**config.mk**
```make
export PLATFORM = sky130hd
export DESIGN_NAME = id_ex_stage
export DESIGN_NICKNAME = d
export VERILOG_FILES = /design/src/rtl/id_ex_stage_pkg.sv /design/src/rtl/id_ex_stage_forward_unit.sv /design/src/rtl/id_ex_stage.sv
export SDC_FILE = /design/constraint.sdc
export NUM_CORES = 1
export LEC_CHECK = 0
export BUFFER_PORTS_ARGS = -buffer_cell sky130_fd_sc_hd__buf_2
export CORE_AREA = 3 3 123 125
export CTS_CLUSTER_DIAMETER = 120
export CTS_CLUSTER_SIZE = 28
export DETAILED_ROUTE_END_ITERATION = 8
export DIE_AREA = 0 0 126 128
export HOLD_SLACK_MARGIN = 0.03
export PLACE_DENSITY_LB_ADDON = 0.1
export SYNTH_ARGS = -nofsm -noshare
export SYNTH_HDL_FRONTEND = slang
export SYNTH_SLANG_ARGS = --single-unit
```
**constraint.sdc**
```tcl
create_clock -name clk -period 1.6 [get_ports clk]
set_input_delay 0.08 -clock clk [delete_from_list [all_inputs] [get_ports clk]]
set_output_delay 0.08 -clock clk [all_outputs]
set_load 0.005 [all_outputs]
```
**src/rtl/id_ex_stage_pkg.sv**
```systemverilog
// Shared types and constants for the ID/EX stage: widths, ALU opcodes,
// the pipeline-register layout and the bubble control word.
package id_ex_stage_pkg;

    localparam int DATA_W = 32;
    localparam int REG_W  = 5;
    localparam int ALUC_W = 4;

    localparam logic [ALUC_W-1:0] ALU_AND = 4'b0000;
    localparam logic [ALUC_W-1:0] ALU_OR  = 4'b0001;
    localparam logic [ALUC_W-1:0] ALU_ADD = 4'b0010;
    localparam logic [ALUC_W-1:0] ALU_SUB = 4'b0110;
    localparam logic [ALUC_W-1:0] ALU_SLT = 4'b0111;
    localparam logic [ALUC_W-1:0] ALU_NOR = 4'b1100;
    localparam logic [ALUC_W-1:0] ALU_SLL = 4'b1111;

    typedef struct packed {
        logic valid;
        logic mem_read;
        logic mem_write;
        logic reg_write;
        logic mem_to_reg;
    } ex_ctrl_t;

    localparam ex_ctrl_t BUBBLE_CTRL = '{
        valid:      1'b0,
        mem_read:   1'b0,
        mem_write:  1'b0,
        reg_write:  1'b0,
        mem_to_reg: 1'b0
    };

    typedef struct packed {
        ex_ctrl_t            ctrl;
        logic [REG_W-1:0]    rs;
        logic [REG_W-1:0]    rt;
        logic [REG_W-1:0]    dest;
        logic [DATA_W-1:0]   rs_data;
        logic [DATA_W-1:0]   rt_data;
        logic [DATA_W-1:0]   imm;
        logic [REG_W-1:0]    shamt;
        logic [ALUC_W-1:0]   alu_control;
        logic                alu_src;
    } id_ex_reg_t;

    // Register 0 is hard-wired, so it never produces a hazard or a forward.
    function automatic logic reg_match(
        input logic             writes,
        input logic [REG_W-1:0] dest,
        input logic [REG_W-1:0] src
    );
        return writes && (dest != '0) && (dest == src);
    endfunction

endpackage

```
**src/rtl/id_ex_stage_forward_unit.sv**
```systemverilog
// Operand select for one source register: EX/MEM result, then MEM/WB result,
// then the registered read data. With en low the registered data always wins.
module forward_unit
    import id_ex_stage_pkg::*;
(
    input  logic              en,
    input  logic [REG_W-1:0]  src,
    input  logic [DATA_W-1:0] reg_data,
    input  logic              exmem_reg_write,
    input  logic [REG_W-1:0]  exmem_dest,
    input  logic [DATA_W-1:0] exmem_result,
    input  logic              memwb_reg_write,
    input  logic [REG_W-1:0]  memwb_dest,
    input  logic [DATA_W-1:0] memwb_result,
    output logic [DATA_W-1:0] data
);

    always_comb begin
        data = reg_data;
        if (en) begin
            // The younger producer (EX/MEM) holds the newer value.
            if (reg_match(exmem_reg_write, exmem_dest, src)) begin
                data = exmem_result;
            end else if (reg_match(memwb_reg_write, memwb_dest, src)) begin
                data = memwb_result;
            end
        end
    end

endmodule

```
**src/rtl/id_ex_stage.sv**
```systemverilog
// ID/EX pipeline register with hazard detection and operand forwarding.
// Define FORWARDING_EN for the forwarding build; otherwise every RAW hazard stalls.
module id_ex_stage
    import id_ex_stage_pkg::*;
(
    input  logic              clk,
    input  logic              rst_n,
    input  logic              id_valid,
    input  logic [DATA_W-1:0] id_rs_data,
    input  logic [DATA_W-1:0] id_rt_data,
    input  logic [REG_W-1:0]  id_rs,
    input  logic [REG_W-1:0]  id_rt,
    input  logic [REG_W-1:0]  id_rd,
    input  logic [DATA_W-1:0] id_imm,
    input  logic [REG_W-1:0]  id_shamt,
    input  logic [ALUC_W-1:0] id_alu_control,
    input  logic              id_alu_src,
    input  logic              id_reg_dst,
    input  logic              id_mem_read,
    input  logic              id_mem_write,
    input  logic              id_reg_write,
    input  logic              id_mem_to_reg,
    input  logic              flush,
    input  logic              exmem_reg_write,
    input  logic [REG_W-1:0]  exmem_dest,
    input  logic [DATA_W-1:0] exmem_result,
    input  logic              memwb_reg_write,
    input  logic [REG_W-1:0]  memwb_dest,
    input  logic [DATA_W-1:0] memwb_result,
    output logic              stall,
    output logic [DATA_W-1:0] ALU_reg_1,
    output logic [DATA_W-1:0] ALU_reg_2,
    output logic [ALUC_W-1:0] ALU_control,
    output logic [REG_W-1:0]  shamt,
    output logic              ex_valid,
    output logic [REG_W-1:0]  ex_dest,
    output logic [DATA_W-1:0] ex_store_data,
    output logic              ex_mem_read,
    output logic              ex_mem_write,
    output logic              ex_reg_write,
    output logic              ex_mem_to_reg
);

`ifdef FORWARDING_EN
    localparam logic FWD_ON = 1'b1;
`else
    localparam logic FWD_ON = 1'b0;
`endif

    id_ex_reg_t        ex_q;
    id_ex_reg_t        ex_d;
    logic              rs_hit;
    logic              rt_hit;
    logic [DATA_W-1:0] fwd_rs;
    logic [DATA_W-1:0] fwd_rt;

    // Hold protocol: stall=1 asks PC and IF/ID to keep their contents; the
    // decode instruction is re-presented next cycle and this stage takes a bubble.
    always_comb begin
        rs_hit = 1'b0;
        rt_hit = 1'b0;
`ifdef FORWARDING_EN
        // Only a load in EX cannot be covered by forwarding.
        if (ex_q.ctrl.valid && ex_q.ctrl.mem_read) begin
            rs_hit = reg_match(1'b1, ex_q.dest, id_rs);
            rt_hit = reg_match(1'b1, ex_q.dest, id_rt);
        end
`else
        rs_hit = reg_match(ex_q.ctrl.valid && ex_q.ctrl.reg_write, ex_q.dest, id_rs)
              || reg_match(exmem_reg_write, exmem_dest, id_rs);
        rt_hit = reg_match(ex_q.ctrl.valid && ex_q.ctrl.reg_write, ex_q.dest, id_rt)
              || reg_match(exmem_reg_write, exmem_dest, id_rt);
`endif
        stall = rst_n && id_valid && !flush && (rs_hit || rt_hit);
    end

    // Anything that is not a live, unstalled, unflushed instruction becomes a
    // zeroed bubble so stale fields never reach the ALU or memory.
    always_comb begin
        ex_d      = '0;
        ex_d.ctrl = BUBBLE_CTRL;
        if (id_valid && !flush && !stall) begin
            ex_d.ctrl.valid      = 1'b1;
            ex_d.ctrl.mem_read   = id_mem_read;
            ex_d.ctrl.mem_write  = id_mem_write;
            ex_d.ctrl.reg_write  = id_reg_write;
            ex_d.ctrl.mem_to_reg = id_mem_to_reg;
            ex_d.rs              = id_rs;
            ex_d.rt              = id_rt;
            ex_d.dest            = id_reg_dst ? id_rd : id_rt;
            ex_d.rs_data         = id_rs_data;
            ex_d.rt_data         = id_rt_data;
            ex_d.imm             = id_imm;
            ex_d.shamt           = id_shamt;
            ex_d.alu_control     = id_alu_control;
            ex_d.alu_src         = id_alu_src;
        end
    end

    always_ff @(posedge clk or negedge rst_n) begin
        if (!rst_n) begin
            ex_q      <= '0;
            ex_q.ctrl <= BUBBLE_CTRL;
        end else begin
            ex_q <= ex_d;
        end
    end

    forward_unit u_fwd_rs (
        .en              (FWD_ON),
        .src             (ex_q.rs),
        .reg_data        (ex_q.rs_data),
        .exmem_reg_write (exmem_reg_write),
        .exmem_dest      (exmem_dest),
        .exmem_result    (exmem_result),
        .memwb_reg_write (memwb_reg_write),
        .memwb_dest      (memwb_dest),
        .memwb_result    (memwb_result),
        .data            (fwd_rs)
    );

    forward_unit u_fwd_rt (
        .en              (FWD_ON),
        .src             (ex_q.rt),
        .reg_data        (ex_q.rt_data),
        .exmem_reg_write (exmem_reg_write),
        .exmem_dest      (exmem_dest),
        .exmem_result    (exmem_result),
        .memwb_reg_write (memwb_reg_write),
        .memwb_dest      (memwb_dest),
        .memwb_result    (memwb_result),
        .data            (fwd_rt)
    );

    // Stores always take the forwarded rt, even when the ALU uses the immediate.
    assign ALU_reg_1     = fwd_rs;
    assign ALU_reg_2     = ex_q.alu_src ? ex_q.imm : fwd_rt;
    assign ex_store_data = fwd_rt;
    assign ALU_control   = ex_q.alu_control;
    assign shamt         = ex_q.shamt;
    assign ex_valid      = ex_q.ctrl.valid;
    assign ex_dest       = ex_q.dest;
    assign ex_mem_read   = ex_q.ctrl.mem_read;
    assign ex_mem_write  = ex_q.ctrl.mem_write;
    assign ex_reg_write  = ex_q.ctrl.reg_write;
    assign ex_mem_to_reg = ex_q.ctrl.mem_to_reg;

endmodule

```
Yosys cells after proc, flatten, opt, wreduce, memory -nomap -nowiden
Index checks and enable logic that the tools add are counted. W data, S select, Z words.

Equal/unequal tests: 4. Mux-type cells: 3. Reduce and logical (&&, ||, !) cells: 19.

Operators with widths (number): $mux W126 (1); $mux W32 (1); $eq A5 B5 Y1 (4); $logic_and A1 B1 Y1 (12); $reduce_bool A5 Y1 (2); $mux W5 (1); $logic_or A1 B1 Y1 (3); $logic_not A1 Y1 (2).

Bits in registers: 116. Bits of input ports: 206. Output and inout port bits: 116. Word-level logic and storage cells: 38.

Longest topological paths before layout
Depth in word-level cells: 9. Depth in mapped cells: 7. Mapped depth without buffers: 5.

Hierarchy
From an unflattened synthesis, not the netlist that was laid out.

Cell total of the unflattened synthesis: 559. Area total of the unflattened synthesis: 6555.0 um^2.

Modules (own cells, without submodules): id_ex_stage (times used 1, cells each 363, area each 4833.4 um^2, seq. area each 3153.0 um^2); forward_unit (times used 2, cells each 98, area each 860.8 um^2, seq. area each 0.0 um^2).

Worst setup path after synthesis
No wires, ideal clock.

Kind: in2reg. Start: input exmem_dest[0]. End: register ex_q[100] in the netlist's numbering. Library setup time: 0.066 ns. Arrival: 1.520 ns. Data required time: 1.534 ns. Slack: 0.014 ns. Cell stages on the path: 6. Path buffers: 2. Path through: or3_1 -> o311a_1 -> a221oi_4 -> buf_6 -> buf_6 -> and2_1.

RTL lines: start: declaration (RTL line id_ex_stage.sv:25) `input logic [REG_W-1:0] exmem_dest,`; end: declaration (RTL line id_ex_stage.sv:50) `id_ex_reg_t ex_q;`.

==> impl_results.md <==
- Biggest register: ex_q
- Seq/Total Area, Yosys: 57.8%
- Worst setup path startpoint: ex_dest[1]
- Critical Path End Type: register
- Startpoint types: register
- Logic pwr share: 17.2%
- Worst hold path type: input pin to async pin
- Crit path max fanout: 5
- CP Cell Sequence: xnor2_2 -> nand2_1 -> o22ai_2 -> a221oi_4 -> buf_6 -> buf_12 -> buf_12 -> buf_16 -> nor2b_4
- Min cycle time layout: 1890 ps
- Reg clk slew, reported paths: 50 ps
- Routed len/inst: 17.5 um
- GRT Total Usage: roughly 19%
- Clock Power Share: 43.3%
- Initial core utilization: 35.9%
- Residual DRC: 0
- IO Count: 322
- Inserted Diodes: 0
- Largest register FFs: 97
- Die width: between 100 and 150 um
- Failing checks: negative setup slack
- Distinct cells, synth: 22
- Maxcap violations: 0
- Buffers on Ports: ~250
- Arrival @ worst endpoint: 2220 ps
- Top Family by Delay on Critical Path: buffers and inverters
- Cell repeated most along the worst path: buf_12
- Die area: 16100 um2
- Dpl cell area: just under 6000 um2
- Int Pwr: around 0.0061 W
- Ys async rst share: 100%
- Mapped Cells: slightly above 400
- Most frequent cells in the layout: buf_2, dlygate4sd3_1, dfrtp_1
- CTS Buf Count: 17
- Yosys warnings: 0
- Net Sw Frac: 22.3%
- Hold slack: 98.3 ps
- Final count of pins violating max slew: 0
- Crit path depth: 9
- Top FF cell, synth: dfrtp_1
- TritonCTS Sinks: 116
- Final ANT Viol Nets: 0
- Via count: slightly above 4000
- First-pass GRT wire length: between 20 and 25 mm
- Part of the cycle the worst path needs: 118%
- Seq cells post-synth: 116
- RSZ-0062 raised after global routing: true
- Clock Path Buffers: 2
- Worst R2R Setup Slack: -290 ps
- GPL Wtd Cong: 0.841
- Nets: 956
- Area of the multi-input gates: 1860 um2
- Vias per cell: about 4.3
- Switching power: 0.00176 W
- Clock Latency Late Sink: roughly 400 ps
- CTS tree: done
- Vias in the first global route: approximately 4600
- Layout Area Growth over Synthesis: 79.6%
- Relative slew slack: 58.3%
- Power per cell area: 874 nW/um2
- Initial drt markers: 90
- Worst path slowest cell: dfrtp_2
- R2r worst-path depth: 9
- Mapped Nets: 609
- Fraction of final layout cells sized beyond drive strength 1: 62.2%
- Capturing point of the worst reg2reg path: ex_dest[0]
- Largest net degree at the start of global routing: between 100 and 150
- CP Data Required Time: between 1500 and 2000 ps
- CORE AREA: 14000 um2
- # rows: 43
- Number of synthesized flops with an enable pin: 0
- Worst Skew: 7.22 ps
- Initial antenna violation count: 1
- Sequential share of power: 39.5%
- Detailed Routing Iterations Pass 1: 4
- Setup slack after layout: -294 ps
- Commonest non-fill, non-tap cell in the layout: buf_2
- Leakage: 4.72 nW
- Crit path buffers/inverters: 4
- Overflow after GRT: 0
- Final setup viols: roughly 150
- Register area: between 2000 and 3000 um2
- Final HPWL DP: 8.66 mm
- Max H-tree Level: 4
- Peak supply drop: 0.575 mV
- Place WS: -210 ps
- Crit Path Class: register to register
- Design area: 9020 um2
- CTS root buf: clkbuf_16
- Worst Max-Slew Pin Slew: between 600 and 700 ps
- Final hold vios: 0
- Die height: 128 um
- Status: finished, violations left
- Syn avg cell area: around 12 um2
- Mapped Area: ~5000 um2
- Final WL: roughly 16 mm
- Fillcell total: roughly 1100
- CP peak stage delay: about 460 ps
- FF-to-FF Start: ex_dest[1]
- Crit path capture: ex_dest[0]
- Max Freq: 0.528 GHz
==> per-layer routing <==
metal	track usage [%]	wire length, um	up-vias
li1	-	-	1896
met5	0	16	-
met2	34.5	8700	158
met4	7.26	262	2
met1	22.4	6470	1989
met3	4.96	970	20
==> Yosys cell counts (all sizes together), types with 2 or more instances <==
cell	count	area share, %
o22ai	2	0.25
dfrtp	116	58
mux2i	5	1.0
nor2b	5	0.62
clkbuf	7	0.52
buf	88	13
mux2	32	7.2
nand3	5	0.50
and2	110	14
nand2	4	0.30
nor2	2	0.15
xnor2	20	3.5
==> what timing repair did <==
item                                   4_1_cts  5_1_grt
pin swaps                                   47       56
setup buffers                               20        5
resized for setup                           77      138
endpoints found under the hold margin      231        0
cloned                                      15        7
setup endpoints to repair                  123      144
hold buffers                               121        0
==> cell type report <==
cell class,instances,share of cell area (%)
clock inverters,4,0.250
multi-input cells,192,20.6
clock buffers,25,5.72
well taps,180,2.50
flip-flops and latches,116,32.2
repair buffers,423,38.7
==> cell families (layout without fill, tap and decap cells) <==
kind of cell           Yosys count  count (layout)  share of synthesized area, %
AND/OR/NAND/NOR                129             129                          15.6
flip-flops                     116             116                          57.8
buffers and inverters           95             452                          13.7
multiplexers                    37              37                          8.17
XOR/XNOR                        20              20                          3.49
AO/OA/AOI/OAI                    6               6                          1.22
==> how the worst min path moves through the flow <==
| stage | start | endpoint |
|---|---|---|
| 2_1_floorplan | rst_n | ALU_control[0] |
| 3_3_place_gp | rst_n | ex_valid |
| 3_5_place_dp | rst_n | ex_reg_write |
| 4_1_cts | rst_n | ex_reg_write |
| 5_1_grt | rst_n | ex_valid |
| 6_report | rst_n | ex_reg_write |
==> worst reg2reg max path: cells and delay by family, from the launching register on <==
kind	cells	cell delay, ps
AOI/OAI and AO/OA	2	480
DFF	1	460
xor gates and xnor gates	1	150
buffers and inverters	4	520
and+or+nand+nor	2	210
==> stage by stage <==
step	instances	util, %	power [W]	setup TNS (ps)
6_report	940	64.5	0.00789	-22110
5_1_grt	940	64.5	0.00821	-30780
4_1_cts	938	60.9	0.00781	-19460
3_5_place_dp	754	42.7	0.00384	-21100
3_3_place_gp	754	42.7	0.00383	-19310
2_1_floorplan	403	-	0.00352	0
==> power by group through the flow <==
stage          Combinational (W)  Clock [W]  Sequential, W
6_report                 0.00136    0.00342        0.00311
5_1_grt                  0.00146    0.00363        0.00312
4_1_cts                  0.00123    0.00348        0.00310
3_5_place_dp            0.000691          0        0.00315
3_3_place_gp            0.000684          0        0.00315
2_1_floorplan           0.000380          0        0.00314
Power figures use the tool's default switching activity.
